--- config.mk ---
export PLATFORM = sky130hd
export DESIGN_NAME = regfile_wr_arbiter
export DESIGN_NICKNAME = d
export VERILOG_FILES = /design/src/rtl/regfile_wr_arbiter.sv
export SDC_FILE = /design/constraint.sdc
export NUM_CORES = 1
export LEC_CHECK = 0
export BUFFER_PORTS_ARGS = -buffer_cell sky130_fd_sc_hd__buf_2
export CORE_MARGIN = 10
export CORE_UTILIZATION = 45
export CTS_BUF_LIST = sky130_fd_sc_hd__clkbuf_4 sky130_fd_sc_hd__clkbuf_8
export DETAILED_ROUTE_END_ITERATION = 6
export PLACE_DENSITY = 0.69
export RECOVER_POWER = 50
export SYNTH_ARGS = -nofsm -noshare
export SYNTH_HDL_FRONTEND = slang
export SYNTH_SLANG_ARGS = --single-unit
--- constraint.sdc ---
create_clock -name CLK_I -period 3 [get_ports CLK_I]
set_input_delay 0.6 -clock CLK_I [delete_from_list [all_inputs] [get_ports CLK_I]]
set_output_delay 0.6 -clock CLK_I [all_outputs]
set_load 0.01 [all_outputs]
--- src/rtl/regfile_wr_arbiter.sv ---
// rtl/regfile_wr_arbiter.sv - two-port writeback arbiter feeding the GPR file write port
// REGWR_ARB_RR_EN selects round-robin arbitration; undefined gives fixed priority to port 0.
module regfile_wr_arbiter #(
  parameter int DEPTH = 2,
  parameter int AW    = 5,
  parameter int DW    = 32
) (
  input  logic          CLK_I,
  input  logic          RSTN_I,
  input  logic          REQ0_VALID_I,
  input  logic [AW-1:0] REQ0_RD_I,
  input  logic [DW-1:0] REQ0_DATA_I,
  output logic          REQ0_READY_O,
  input  logic          REQ1_VALID_I,
  input  logic [AW-1:0] REQ1_RD_I,
  input  logic [DW-1:0] REQ1_DATA_I,
  output logic          REQ1_READY_O,
  input  logic          FLUSH_I,
  output logic [AW-1:0] RD_O,
  output logic          RegWr_O,
  output logic [DW-1:0] WData_O,
  output logic [31:0]   BUSY_O,
  output logic          IDLE_O
);

  localparam int PW = $clog2(DEPTH);
  localparam int CW = $clog2(DEPTH + 1);
  localparam logic [CW-1:0] FULL_CNT = CW'(DEPTH);

  logic [AW-1:0] rd_mem   [2][DEPTH];
  logic [DW-1:0] data_mem [2][DEPTH];
  logic [PW-1:0] wr_ptr   [2];
  logic [PW-1:0] rd_ptr   [2];
  logic [CW-1:0] cnt      [2];

  logic [1:0]    req_valid;
  logic [AW-1:0] req_rd   [2];
  logic [DW-1:0] req_data [2];
  logic [1:0]    ready;
  logic [1:0]    push;
  logic [1:0]    non_empty;
  logic [1:0]    gnt;
  logic [31:0]   busy;

  assign req_valid   = {REQ1_VALID_I, REQ0_VALID_I};
  assign req_rd[0]   = REQ0_RD_I;
  assign req_rd[1]   = REQ1_RD_I;
  assign req_data[0] = REQ0_DATA_I;
  assign req_data[1] = REQ1_DATA_I;

  // Writes to GPR0 complete the handshake but are never queued.
  always_comb begin
    ready     = '0;
    push      = '0;
    non_empty = '0;
    for (int p = 0; p < 2; p++) begin
      ready[p]     = cnt[p] < FULL_CNT;
      push[p]      = req_valid[p] & ready[p] & (req_rd[p] != '0) & !FLUSH_I;
      non_empty[p] = cnt[p] != '0;
    end
  end

  assign REQ0_READY_O = ready[0];
  assign REQ1_READY_O = ready[1];

`ifdef REGWR_ARB_RR_EN
  logic last_gnt1;

  assign gnt[0] = !FLUSH_I & non_empty[0] & (!non_empty[1] | last_gnt1);

  always_ff @(posedge CLK_I or negedge RSTN_I) begin
    if (!RSTN_I) begin
      last_gnt1 <= 1'b1;
    end else if (gnt[0]) begin
      last_gnt1 <= 1'b0;
    end else if (gnt[1]) begin
      last_gnt1 <= 1'b1;
    end
  end
`else
  assign gnt[0] = !FLUSH_I & non_empty[0];
`endif
  assign gnt[1] = !FLUSH_I & non_empty[1] & !gnt[0];

  always_ff @(posedge CLK_I or negedge RSTN_I) begin
    if (!RSTN_I) begin
      for (int p = 0; p < 2; p++) begin
        wr_ptr[p] <= '0;
        rd_ptr[p] <= '0;
        cnt[p]    <= '0;
      end
    end else if (FLUSH_I) begin
      for (int p = 0; p < 2; p++) begin
        wr_ptr[p] <= '0;
        rd_ptr[p] <= '0;
        cnt[p]    <= '0;
      end
    end else begin
      for (int p = 0; p < 2; p++) begin
        if (push[p]) wr_ptr[p] <= wr_ptr[p] + PW'(1);
        if (gnt[p])  rd_ptr[p] <= rd_ptr[p] + PW'(1);
        cnt[p] <= cnt[p] + CW'(push[p]) - CW'(gnt[p]);
      end
    end
  end

  always_ff @(posedge CLK_I) begin
    for (int p = 0; p < 2; p++) begin
      if (push[p]) begin
        rd_mem[p][wr_ptr[p]]   <= req_rd[p];
        data_mem[p][wr_ptr[p]] <= req_data[p];
      end
    end
  end

  always_ff @(posedge CLK_I or negedge RSTN_I) begin
    if (!RSTN_I) begin
      RegWr_O <= 1'b0;
      RD_O    <= '0;
      WData_O <= '0;
    end else if (gnt[0]) begin
      RegWr_O <= 1'b1;
      RD_O    <= rd_mem[0][rd_ptr[0]];
      WData_O <= data_mem[0][rd_ptr[0]];
    end else if (gnt[1]) begin
      RegWr_O <= 1'b1;
      RD_O    <= rd_mem[1][rd_ptr[1]];
      WData_O <= data_mem[1][rd_ptr[1]];
    end else begin
      RegWr_O <= 1'b0;
    end
  end

  // Only the first cnt entries after the read pointer hold live writes.
  always_comb begin
    busy = '0;
    for (int p = 0; p < 2; p++) begin
      for (int i = 0; i < DEPTH; i++) begin
        if (CW'(i) < cnt[p]) busy[rd_mem[p][rd_ptr[p] + PW'(i)]] = 1'b1;
      end
    end
    if (RegWr_O) busy[RD_O] = 1'b1;
    busy[0] = 1'b0;
  end

  assign BUSY_O = busy;
  assign IDLE_O = !non_empty[0] & !non_empty[1] & !RegWr_O;

endmodule

; After elaboration in Yosys (flattened, before gate mapping)
; Memories as Yosys holds them, arrays and structs flattened.
; Cells that the tools add are included.
[totals]
in_bits = 79
word_cells = 145
ram_bits = 148
ff_bits = 46
memories = 2
[classes]
order_cmp = 24
add_sub_neg = 8
bitwise = 21
muxes = 60
reduce_logical = 21
[memory_table]
columns = memory, depth, width, read_ports, rd_clocked_by_memory_dff, wr, line
row1 = data_mem, 2, 64, 2, 0, 2, 31  ; logic [DW-1:0] data_mem [2][DEPTH];
row2 = rd_mem, 2, 10, 2, 0, 2, 30  ; logic [AW-1:0] rd_mem [2][DEPTH];
[ops]
columns = op, count
row1 = $mux 32, 15
row2 = $mux 64, 2
row3 = $or 32x32->32, 4
row4 = $mux 5, 16
row5 = $demux 32 s1, 2
row6 = $lt 5x6->1 const B, 5
row7 = $demux 1 s5, 5
row8 = $ge 5x1->1 const B, 5
row9 = $mux 10, 2
row10 = $reduce_bool 2->1, 7
row11 = $mux 1, 13
row12 = $ge 2x2->1 const B, 6
row13 = $not 1->2, 6
row14 = $and 1x1->1, 11
row15 = $demux 5 s1, 2
row16 = $reduce_bool 5->1, 2
row17 = $lt 1x2->1 const A, 4
row18 = $logic_and 1x1->1, 7
row19 = $logic_not 1->1, 5
row20 = $add 1x1->1 const B, 4
row21 = $add 2x1->2, 2
row22 = $lt 2x1->1 const B, 2
row23 = $lt 2x2->1 const B, 2
row24 = $mux 2, 2
row25 = 2 further kinds, 3

; Depth between registers and ports, before layout
; Gate-level depths: netlist of run 1.
[logic_depth]
word_depth = 17
mapped_depth = 11

; Worst setup path after synthesis of run 1
; Ideal clock, no wire load.
[synth_path]
path_type = input to register
start = in REQ1_RD_I[3]
end = mem data_mem[0][100] in the netlist's numbering, enable pin
setup_slack_ps = -97
t_arrival_ps = 2666
path_stages = 4
setup_time_ps = 431
path_cell_list = or4_1 > o211ai_1 > or2_2 > nor2_1
[synth_lines]
columns = element, line
row1 = start: declaration, 15  ; input logic [AW-1:0] REQ1_RD_I,
row2 = end: declaration, 31

; Final worst setup path of run 1
[layout_path]
start = reg rd_ptr[0] in the netlist's numbering
end = out BUSY_O[18]
[layout_via]
elab_chain_cells = 14
elab_cells_between_ends = 25
cone_classes = add/sub: 1 / order compare: 4 / mux: 13 / bitwise: 5 / reduce/logical: 2
[layout_lines]
columns = element, line
row1 = start: declaration, 33  ; logic [PW-1:0] rd_ptr [2];
row2 = start signal: indexed assignment, 101  ; if (gnt[p]) rd_ptr[p] <= rd_ptr[p] + PW'(1);
row3 = $not 1->2 (not written as such), 139  ; if (CW'(i) < cnt[p]) busy[rd_mem[p][rd_ptr[p] + PW'(i)]] = 1'b1;
row4 = $mux 5 (not written as such) (3 in a row), 139
row5 = $lt 5x6->1 (not written as such) / $ge 5x1->1 (equally long branches), 139
row6 = $logic_and 1x1->1 (not written as such), 139
row7 = $mux 1 (not written as such), 139
row8 = $demux 1 s5, 139
row9 = $or 32x32->32 (no source line), -
row10 = $mux 32, 139
row11 = $or 32x32->32 (no source line), -
row12 = $mux 32 (*), 139
row13 = $or 32x32->32 (no source line), -
row14 = $mux 32 (*), 142  ; if (RegWr_O) busy[RD_O] = 1'b1;
row15 = end: declaration, 22  ; output logic [31:0] BUSY_O,
; Mark *: on every way between the ends. The rest lies on a longest branch, timed or not. The select of a mux whose other input is x is not followed.

==> impl_results.rst, run 1 <==
.. list-table::
   :header-rows: 1

   * - Metric
     - Value
   * - Cell count after synthesis
     - 704
   * - Crit path buffers/inverters
     - 1
   * - Boundary Pins
     - 152
   * - Number of storage elements in the synthesis netlist
     - 194
   * - Worst slew margin relative to its limit
     - 6.77%
   * - Critical path capture point type
     - primary output
   * - Setup repair after global routing missed its margin
     - no
   * - Layout Cells excl Fill
     - 1153
   * - Antenna violation net count after detailed routing
     - 0
   * - Floorplan Core Area
     - 20100 um^2
   * - Number of warnings printed during yosys synthesis
     - 0
   * - Die boundary width
     - 162 um
   * - Total placed cells including tap cells
     - 1118
   * - Cts bufs inserted
     - 17
   * - Most used standard cell by instance count after synthesis
     - edfxtp_1
   * - Highest attainable clock frequency
     - 0.346 GHz
   * - Worst Clk Skew
     - 20.8 ps
   * - Average size of a mapped cell
     - 13.0 um^2
   * - Area of the die
     - 26400 um^2
   * - Routability congestion estimate from global placement
     - 0.995
   * - Global routing met2 resource utilization
     - 28.3%
   * - DRC viols
     - 0
   * - Hold_buf cts
     - 0
   * - Cell variety after synth
     - 53
   * - Post-synthesis instance area
     - 9130 um^2
   * - Max-capacitance violation count
     - 0
   * - Critical-path maximum fanout
     - 14
   * - Crit path arrival time
     - 2290 ps
   * - Cell with the largest stage delay on the worst path
     - dfrtp_4
   * - Final instance area
     - 10800 um^2
   * - Skew-Pair Late Insertion Delay
     - 470 ps
   * - Portion of total power attributed to combinational logic
     - 38.4%
   * - Largest buffer count on any clock path
     - 2
   * - Via-per-instance ratio
     - 5.82
   * - Cell type with the largest total area after synthesis
     - edfxtp_1
   * - Initial standard-cell utilization of the core
     - 45.4%
   * - Final Net Count
     - 953
   * - Number of antenna violations at the first check in global routing
     - 0
   * - Cell types with the highest counts after synthesis
     - edfxtp_1, nand2_1, nand3_1, mux2i_1, dfrtp_1
   * - Proportion of synthesized flip-flops having asynchronous set or reset
     - 23.7%
   * - Area share of the leading cell type in the synthesized netlist
     - 48.7%
   * - Pwr/cell area
     - 834 nW/um^2
   * - Core occupancy in the finished layout
     - 53.7%
   * - Drt first pass iters
     - 6
   * - Flop pwr share
     - 41.8%
   * - Cell-by-cell listing of the critical path
     - or2_2 > o22ai_1 > a221oi_1 > nand3_1 > buf_2
   * - Post-synthesis net count
     - 787
   * - Switching part of the total
     - 39.4%
   * - Most common flop cell mapped by yosys
     - edfxtp_1
   * - Area added between synthesis and finish
     - 18.3%
   * - Wire length of the first global-routing pass
     - 37400 um
   * - Net Sw Power
     - 3.55 mW
   * - Total routing usage reported by global routing
     - 18.0%
   * - Most used routing layer
     - met2
   * - Global Route met3 Usage
     - 5.06%
   * - Half-perimeter wire length of the detailed placement result
     - 17000 um
   * - Hold Vio Cnt, Final
     - 0
   * - Critical path start-end classification
     - flop to primary output
   * - Worst min path class
     - input pin to flop
   * - Post-layout minimum cycle time
     - 2890 ps
   * - Violation count after the first detailed-route iteration
     - 576
   * - Number of slew-limit violations in the final report
     - 0
   * - Post-placement cell area
     - 10400 um^2
   * - Number of enable flip-flop cells after synthesis
     - 148
   * - IO buf count
     - 150
   * - Worst Hold Margin
     - 305 ps
   * - Row cnt
     - 52
   * - Number of sinks handled by clock tree synthesis
     - 194
   * - Stage delay of the slowest cell on the critical path
     - 580 ps
   * - Slew at the pin with the worst max-slew slack
     - 1400 ps
   * - GRT Residual Overflow
     - 0
   * - Leakage power of the design
     - 3.88 nW
   * - Outcome
     - completed
   * - Count of antenna diodes in the layout
     - 0
   * - Met1 Usage GRT
     - 23.6%
   * - Final routed wirelength across all metal layers
     - 24200 um
   * - Delay-heaviest family, CP
     - compound AO/OA/AOI/OAI gates
   * - Total internal power
     - 5.46 mW
   * - Relative contribution of the clock network to total power
     - 19.8%
   * - Part of the cycle the worst path needs
     - 96.3%
   * - Clock-pin slew reported for the worst setup and hold paths after clock tree synthesis
     - 120 ps
   * - Worst EP required
     - 2400 ps
   * - Chip height
     - 162 um
   * - Share of layout cells above drive strength 1
     - 22.5%
   * - H-tree depth reported by CTS
     - 4
   * - Cell chosen for the clock root
     - clkbuf_8
   * - Total vias in the final route
     - 6713
   * - Main area contributors after synthesis
     - edfxtp_1, dfrtp_1, mux2i_1, nand3_1, o221ai_2
   * - Proportion of synthesized chip area in sequential cells
     - 61.3%
   * - Pin count of the biggest net entering global routing
     - 44
   * - Fill cells
     - 1724
   * - Type of origin of the critical path
     - flop
   * - Worst vdd ir
     - 0.486 mV
   * - Post-route setup TNS
     - 0 ps
   * - Vias in the first global route
     - 6622
   * - Setup violations, final
     - 0
   * - Routed wirelength normalized by instance count
     - 21.0 um
   * - TritonCTS clock tree
     - yes
==> what timing repair did <==
item | in CTS | in global routing
pin swaps | 0 | 0
endpoints found under the setup margin | 8 | 22
resized for setup | 4 | 11
hold endpoints to repair | 0 | 0
setup buffers | 0 | 3
==> state kept, by name (all words and copies together) (netlist names) <==
signal	cells
RD_O	5
RegWr_O	1
WData_O	32
cnt	4
data_mem	128
rd_mem	20
rd_ptr	2
wr_ptr	2
==> metal layers <==
metal	share of wire [%]	up-vias
met5	0	-
met4	2.2	0
met3	9.3	54
met2	47	347
met1	41	3223
li1	-	3089
==> through the flow <==
step / setup slack, ps / total power [mW]
after detailed placement: 421 / 7.22
after CTS: 1.61 / 9.03
after global placement: 439 / 7.19
final: 111 / 9.01
after floorplan: -97.4 / 6.04
after global routing: 11.7 / 9.55
==> placed cells by master, fill, tap and decap left out, types with 3 or more instances in the layout <==
cell	synthesis	routed
a21oi_1	7	7
a222oi_1	5	5
a22oi_1	20	20
a32oi_1	30	30
buf_12	0	5
buf_2	16	68
buf_4	6	28
clkbuf_1	11	82
clkbuf_8	0	17
clkinv_8	0	6
dfrtp_1	46	44
edfxtp_1	148	148
ha_1	4	4
inv_1	13	13
inv_6	0	3
mux2_2	14	14
mux2i_1	62	60
nand2_1	67	67
nand2b_1	24	24
nand3_1	65	65
nor2_1	28	24
nor2_4	0	5
nor2b_1	5	5
o21ai_0	26	26
o221ai_2	19	19
o22a_1	3	3
o22ai_1	18	15
o22ai_2	0	3
o32ai_1	5	4
o32ai_2	6	4
o32ai_4	0	3
or2_2	5	5
or4_1	3	3
xnor2_1	6	6
==> power groups by stage <==
stage	clock network (mW)	registers, mW	logic [mW]
floorplan	0	3.78	2.26
global placement	0	3.83	3.36
detailed placement	0	3.84	3.38
CTS	1.83	3.80	3.40
global route	1.96	3.82	3.77
finish	1.79	3.76	3.46
==> worst register-to-register path, cell delays in order (launching register included) <==
cell      delay (ps)
dfrtp_4          500
buf_4            210
clkbuf_2         900
mux2_2           450
o21ai_0          200
o21ai_0          110
==> area by class of cell <==
cell class,count,area (um^2),area share (%)
sequential,194,5600,51.9
timing repair buffer,186,986,9.13
tap,270,338,3.13
clock buffer,17,234,2.17
inverter,13,48.8,0.452
clock inverter,15,211,1.96
multi-input combinational,458,3380,31.3
==> path summary, 6_finish.rpt <==
check	cells after the start	start	slack [ps]	end
setup / recovery	5	rd_ptr[0]	110	BUSY_O[18]
hold / removal	1	REQ0_DATA_I[11]	310	data_mem[0][11]
setup reg to reg	5	rd_ptr[1]	510	WData_O[15]
hold reg to reg	2	WData_O[10]	490	WData_O[10]
max in group asynchronous	2	RSTN_I	1730	rd_ptr[0]
min in group asynchronous	1	RSTN_I	420	WData_O[11]
==> cell families after synthesis <==
group                    after synthesis  share of synthesized area (%)
AND/OR/NAND/NOR                      216                           11.6
flip-flops                           194                           61.3
AO/OA/AOI/OAI                        153                           14.3
multiplexers                          76                           8.52
buffers and inverters                 52                           2.93
XOR/XNOR                               8                          0.767
adder cells (fa/ha/maj)                4                          0.548
other                                  1                         0.0411
Power figures use the tool's default switching activity.
==> run 2: changes to the inputs <==
Settings changed: ABC_AREA set to 1, PLACE_DENSITY 0.69 to 0.68.
==> run 2 against run 1 <==
  * Synthesized cell count grew 52%
  * Clock-buffer cell count grew 3
  * Combinational power shrank 8.1%
  * Sequential share of layout area grew 0.41 points
  * Fmax grew 0.52%
  * Final cell count grew 30%
  * Sequential cell count is the same
  * Via count grew 17%
  * Clock skew shrank 1.6 ps
  * Setup slack gained 15 ps
  * Largest power group unchanged
==> impl_results.rst, run 2 <==
.. list-table::
   :header-rows: 1

   * - Metric
     - Value
   * - Outcome
     - completed
   * - Layout Cells excl Fill
     - 1504
   * - Crit path arrival time
     - 2270 ps
   * - Cell types with the highest counts after synthesis
     - nand2_1, nor2_1, edfxtp_1, nand3_1, inv_1
   * - Post-synthesis mux area share
     - 0%
   * - H-tree depth reported by CTS
     - 4
   * - Pwr/cell area
     - 806 nW/um^2
   * - Post-Synth Adder-Cell Area
     - 0.538%
   * - Routed wirelength normalized by instance count
     - 18.1 um
   * - Routability congestion estimate from global placement
     - 0.967
   * - Global Route met3 Usage
     - 4.88%
   * - Cell-by-cell listing of the critical path
     - buf_4 > o21ai_2 > and3_1 > nand2_1 > nand3_1 > buf_2
   * - Critical path capture point type
     - primary output
   * - Clock-pin slew reported for the worst setup and hold paths after clock tree synthesis
     - 100 ps
   * - Main area contributors after synthesis
     - edfxtp_1, nand2_1, dfrtp_1, nor2_1, nand3_1
   * - Total internal power
     - 5.08 mW
   * - Fraction of the mapped netlist area in compound gates
     - 2.00%
   * - Floorplan Core Area
     - 20300 um^2
   * - Cell type with the largest total area after synthesis
     - edfxtp_1
   * - Post-synthesis instance area
     - 9310 um^2
   * - Half-perimeter wire length of the detailed placement result
     - 19600 um
   * - Number of sinks handled by clock tree synthesis
     - 194
   * - Post-route setup TNS
     - 0 ps
   * - Number of slew-limit violations in the final report
     - 0
   * - Final Net Count
     - 1303
   * - Leakage power of the design
     - 4.58 nW
   * - Initial standard-cell utilization of the core
     - 45.9%
   * - Largest buffer count on any clock path
     - 2
   * - Hold_buf cts
     - 0
   * - Number of enable flip-flop cells after synthesis
     - 148
   * - Number of storage elements in the synthesis netlist
     - 194
   * - Average size of a mapped cell
     - 8.72 um^2
   * - Final routed wirelength across all metal layers
     - 27300 um
   * - Global routing met2 resource utilization
     - 34.5%
   * - Worst EP required
     - 2400 ps
   * - Most frequent standard cell in the layout excluding fill and tap cells
     - nand2_1
   * - DRC viols
     - 0
   * - Cell with the largest stage delay on the worst path
     - and3_1
   * - Skew-Pair Late Insertion Delay
     - 470 ps
   * - Net Sw Power
     - 3.55 mW
   * - GRT Residual Overflow
     - 0
   * - Max reg flops
     - 128
   * - Hold path cells
     - 1
   * - Combined area of the multi-input logic cells
     - 3340 um^2
   * - Total routing usage reported by global routing
     - 20.4%
   * - Setup repair after global routing missed its margin
     - no
   * - Most used routing layer
     - met2
   * - Fill cells
     - 1936
   * - Critical path start-end classification
     - flop to primary output
   * - Row cnt
     - 52
   * - Chip height
     - 164 um
   * - Vias in the first global route
     - 7600
   * - Die boundary width
     - 164 um
   * - Drt first pass iters
     - 6
   * - Cell variety after synth
     - 32
   * - Reg2reg path depth
     - 7
   * - Post-layout minimum cycle time
     - 2870 ps
   * - Hold Vio Cnt, Final
     - 0
   * - Via-per-instance ratio
     - 5.21
   * - Most used cells in the layout excluding fill and tap cells
     - nand2_1, nor2_1, edfxtp_1
   * - Dominant combinational cell family by area after synthesis
     - simple AND/OR/NAND/NOR gates
   * - Final instance area
     - 10700 um^2
   * - Portion of total power attributed to combinational logic
     - 36.8%
   * - Post-synthesis net count
     - 1151
   * - Area of the die
     - 26800 um^2
   * - Highest attainable clock frequency
     - 0.348 GHz
   * - Worst slew margin relative to its limit
     - 19.9%
   * - Most used standard cell by instance count after synthesis
     - nand2_1
   * - Setup violations, final
     - 0
   * - Number of warnings printed during yosys synthesis
     - 0
   * - Slew at the pin with the worst max-slew slack
     - 1200 ps
   * - Total vias in the final route
     - 7839
   * - Register area
     - 5600 um^2
   * - Antenna violation net count after detailed routing
     - 0
   * - Violation count after the first detailed-route iteration
     - 660
   * - Area share of the leading cell type in the synthesized netlist
     - 47.7%
   * - Post-Synth Simple-Gate Area
     - 32.6%
   * - Cell count after synthesis
     - 1068
   * - Stage delay of the slowest cell on the critical path
     - 500 ps
   * - Part of the cycle the worst path needs
     - 95.8%
   * - Wire length of the first global-routing pass
     - 42000 um
   * - Worst vdd ir
     - 0.485 mV
   * - IO buf count
     - 150
   * - Number of antenna violations at the first check in global routing
     - 2
   * - Boundary Pins
     - 152
   * - Max-capacitance violation count
     - 0
   * - Most common flop cell mapped by yosys
     - edfxtp_1
   * - Total placed cells including tap cells
     - 1469
   * - Worst Clk Skew
     - 19.2 ps
   * - Proportion of synthesized flip-flops having asynchronous set or reset
     - 23.7%
   * - Met1 Usage GRT
     - 24.8%
   * - Type of origin of the critical path
     - flop
   * - Relative contribution of the clock network to total power
     - 20.1%
   * - Post-synthesis share of cell area spent on xor and xnor gates
     - 0.376%
   * - Pin count of the biggest net entering global routing
     - 38
   * - Post-placement cell area
     - 10400 um^2
   * - Critical-path maximum fanout
     - 8
   * - Flop pwr share
     - 43.0%
   * - Share of layout cells above drive strength 1
     - 12.0%
   * - Cts bufs inserted
     - 17
   * - TritonCTS clock tree
     - yes
   * - Worst min path class
     - input pin to flop
   * - Switching part of the total
     - 41.1%
   * - Area added between synthesis and finish
     - 15.0%
   * - Proportion of synthesized chip area in sequential cells
     - 60.1%
   * - Cell chosen for the clock root
     - clkbuf_8
==> run 2: changes by cell type in the layout (fill, tap and decap cells not counted), sizes merged, moves of 24 or more <==
cell / delta
a32oi: -30
inv: +40
mux2i: -62
nand2: +299
nand2b: -24
nand3: +61
nor2: +209
==> run 2: kinds of logic (layout without fill, tap and decap cells) <==
kind of cell             count (synthesis)  after routing
AND/OR/NAND/NOR                        744            744
flip-flops                             194            194
buffers and inverters                   90            255
AO/OA/AOI/OAI                           31             31
adder cells (fa/ha/maj)                  4              4
XOR/XNOR                                 4              4
other                                    1              2
==> run 2: area by class of cell <==
cell class              count  share of cell area, %
flip-flops and latches    194                   52.3
multi-input cells         784                   31.2
repair buffers            168                   7.45
well taps                 270                   3.16
clock buffers              20                   2.45
inverters                  55                   2.02
clock inverters            12                   1.41
diodes                      1                 0.0234
==> run 2: repair_timing <==
| action | in CTS | in global routing |
|---|---|---|
| buffers inserted | 0 | 2 |
| pin swaps | 0 | 0 |
| setup endpoints to repair | 3 | 30 |
| resized for setup | 1 | 7 |
==> run 2: power by group through the flow <==
stage,Clock [mW],Sequential (mW),Combinational (mW)
after floorplan,0,3.74,2.05
after global placement,0,3.75,3.18
after detailed placement,0,3.76,3.23
after CTS,1.77,3.70,3.23
after global routing,1.90,3.75,3.58
final,1.74,3.71,3.18
==> run 2: per-stage QoR <==
step / setup slack, ps / power (mW) / util, % / hold WS [ps]
2_1_floorplan: 118 / 5.79 / - / 304
3_3_place_gp: 470 / 6.93 / 51.0 / 460
3_5_place_dp: 473 / 6.98 / 51.0 / 461
4_1_cts: 6.60 / 8.70 / 53.1 / 73.7
5_1_grt: 5.18 / 9.24 / 52.7 / 268
6_report: 127 / 8.62 / 52.7 / 312
==> run 2: worst paths after layout <==
check                                      from              end  slack, ps
worst max-delay path                  rd_ptr[0]        BUSY_O[1]        130
worst min-delay path            REQ0_DATA_I[10]  data_mem[0][42]        310
worst max register to register           cnt[3]          RD_O[1]        590
worst min register to register       WData_O[2]       WData_O[2]        490
max in group asynchronous                RSTN_I      WData_O[31]       1140
min in group asynchronous                RSTN_I      WData_O[12]        350
==> run 2: critical path, delay by kind of cell, from the launching register on <==
family	cells	cell delay, ps
buffers and inverters	2	330
DFF	1	480
AOI/OAI and AO/OA	1	280
and+or+nand+nor	3	730
==> run 2: routing by layer <==
layer	part of all wire, %	up-vias	wire length, um
met5	0.048	-	13
met4	2.7	2	741
met2	49	315	13500
li1	-	3782	-
met1	40	3688	10800
met3	8.2	52	2240
==> run 3: changes to the inputs <==
Settings changed: ABC_AREA 1 to not set, CORE_UTILIZATION 45 to 50, PLACE_DENSITY 0.68 to 0.75.
==> run 3 against run 2 <==
  * Final cell count fell by 26%
  * Critical path depth fell by 1
  * Critical endpoint is now BUSY_O[18]
  * Largest power group unchanged
  * Highest routed layer is now met4
  * Setup slack got worse by 73 ps
==> impl_results.rst, run 3 (synthesis results as in run 1) <==
.. list-table::
   :header-rows: 1

   * - Metric
     - Value
   * - Worst EP required
     - 2400 ps
   * - Crit path arrival time
     - 2350 ps
   * - Number of antenna violations at the first check in global routing
     - 0
   * - Stage delay of the slowest cell on the critical path
     - 590 ps
   * - Worst Clk Skew
     - 22.5 ps
   * - Most used cells in the layout excluding fill and tap cells
     - edfxtp_1, clkbuf_1, nand2_1
   * - Cts bufs inserted
     - 17
   * - Fill cells
     - 1448
   * - Startpoint of the worst hold path
     - REQ1_DATA_I[5]
   * - Boundary Pins
     - 152
   * - Initial standard-cell utilization of the core
     - 50.8%
   * - Antenna violation net count after detailed routing
     - 0
   * - Core occupancy in the finished layout
     - 59.7%
   * - Critical-path maximum fanout
     - 17
   * - Total power of the final layout
     - 8.96 mW
   * - Row cnt
     - 49
   * - Worst slew margin relative to its limit
     - 5.30%
   * - Cell chosen for the clock root
     - clkbuf_8
   * - TritonCTS clock tree
     - yes
   * - Critical path capture point type
     - primary output
   * - Worst min path class
     - input pin to flop
   * - Hold worst-path end
     - data_mem[0][101]
   * - Pin count of the biggest net entering global routing
     - 46
   * - Count of antenna diodes in the layout
     - 0
   * - Clock-pin slew reported for the worst setup and hold paths after clock tree synthesis
     - 100 ps
   * - Largest buffer count on any clock path
     - 2
   * - Hold_buf cts
     - 0
   * - End of the worst register-to-register path
     - WData_O[8]
   * - IO buf count
     - 150
   * - Via-per-instance ratio
     - 6.09
   * - Wire length of the first global-routing pass
     - 37900 um
   * - Layout Cells excl Fill
     - 1114
   * - Number of slew-limit violations in the final report
     - 0
   * - H-tree depth reported by CTS
     - 4
   * - Leakage power of the design
     - 3.85 nW
   * - DRC viols
     - 0
   * - Drt first pass iters
     - 6
   * - Setup repair after global routing missed its margin
     - yes
   * - Die boundary width
     - 155 um
   * - Violation count after the first detailed-route iteration
     - 753
   * - Cell with the largest stage delay on the worst path
     - dfrtp_4
   * - Worst vdd ir
     - 0.459 mV
   * - Hold path cells
     - 1
   * - Part of the cycle the worst path needs
     - 98.2%
   * - Max-capacitance violation count
     - 0
   * - Final Net Count
     - 955
   * - Most frequent standard cell in the layout excluding fill and tap cells
     - edfxtp_1
   * - Final routed wirelength across all metal layers
     - 24200 um
   * - Highest attainable clock frequency
     - 0.339 GHz
   * - Area of the die
     - 24100 um^2
   * - Outcome
     - completed
   * - Vias in the first global route
     - 6876
   * - Skew-Pair Late Insertion Delay
     - 470 ps
   * - Pwr/cell area
     - 835 nW/um^2
   * - Flop-to-flop setup slack
     - 660 ps
   * - Type of origin of the critical path
     - flop
   * - RR Startpoint
     - rd_ptr[1]
   * - Routability congestion estimate from global placement
     - 0.965
   * - Slew at the pin with the worst max-slew slack
     - 1420 ps
   * - Number of sinks handled by clock tree synthesis
     - 194
   * - Reg2reg path depth
     - 5
   * - Setup violations, final
     - 0
   * - Area added between synthesis and finish
     - 17.5%
   * - Floorplan Core Area
     - 18000 um^2
   * - Critical path start-end classification
     - flop to primary output
   * - Max reg flops
     - 128
   * - Hold Vio Cnt, Final
     - 0
   * - Chip height
     - 155 um
   * - Share of layout cells above drive strength 1
     - 22.0%
   * - Total vias in the final route
     - 6783
   * - Post-layout minimum cycle time
     - 2950 ps
   * - Total placed cells including tap cells
     - 1077
   * - Half-perimeter wire length of the detailed placement result
     - 16700 um
   * - GRT Residual Overflow
     - 0
   * - Cell-by-cell listing of the critical path
     - or2_2 > o22ai_1 > a221oi_1 > nand3_1 > buf_2
   * - Total routing usage reported by global routing
     - 19.8%
   * - Routed wirelength normalized by instance count
     - 21.8 um
-- run 3: cell count changes in the layout (fill, tap and decap cells not counted), moves of 8 or more --
cell and change:
nand2_1 -295, nor2_1 -212, mux2i_1 +59, nand3_1 -55, inv_1 -35, a32oi_1 +30
nand2b_1 +23, a22oi_1 +20, o221ai_2 +19, o22ai_1 +17, buf_4 +15, mux2_2 +14
buf_2 -10, clkbuf_1 +8
-- run 3: worst max-delay path: cells and delay by family (launching register included) --
kind                   cells  cell delay [ps]
buffers and inverters      1              150
AND/OR/NAND/NOR            2              520
flip-flops                 1              590
AO/OA/AOI/OAI              2              620
-- run 3: area by class of cell --
class                      count  area, um^2  share of cell area [%]
clock buffer                  19         249                    2.32
clock inverter                13         150                    1.40
inverter                      13        48.8                   0.455
multi-input combinational    458        3390                    31.6
sequential                   194        5600                    52.2
tap                          229         287                    2.67
timing repair buffer         188         997                    9.30
-- run 3: repair_timing --
action                                  CTS  global route
buffers inserted                          0             5
pin swaps                                 0             1
endpoints found under the setup margin   16            28
resized for setup                         6            12
-- run 3: per-layer routing --
metal | vias to the layer above | part of all wire [%] | global-route usage, %
met5 | - | 0 | 0
met4 | 0 | 2.8 | 8.14
met3 | 62 | 8.9 | 5.18
met2 | 357 | 48 | 31.6
met1 | 3277 | 40 | 25.1
li1 | 3087 | - | -
-- run 3: where the power goes --
| part | internal, mW | switching [mW] | total, mW |
|---|---|---|---|
| clock network | 0.710 | 0.950 | 1.66 |
| logic | 1.36 | 2.17 | 3.52 |
| registers | 3.39 | 0.381 | 3.77 |
| total | 5.46 | 3.50 | 8.96 |
-- run 3: metrics by stage --
step,TNS [ps],cell area (um^2),hold slack (ps),setup slack (ps)
3_5_place_dp,0,10300,466,403
4_1_cts,0,10700,102,3.61
5_1_grt,-24.1,10700,278,-11.8
6_report,0,10700,315,53.3
2_1_floorplan,-14410,9130,304,-97.4
3_3_place_gp,0,10300,459,453
-- run 3: worst max path at each step --
stage                       startpoint               end  cells after the start  slack (ps)
after detailed placement  REQ1_RD_I[0]            cnt[0]                      8         400
after CTS                    rd_ptr[0]        BUSY_O[17]                      7           4
after global routing         rd_ptr[0]        BUSY_O[25]                      4         -10
after global placement    REQ1_RD_I[0]            cnt[0]                      8         450
final                        rd_ptr[0]        BUSY_O[18]                      5          50
after floorplan           REQ1_RD_I[3]  data_mem[0][100]                      4        -100
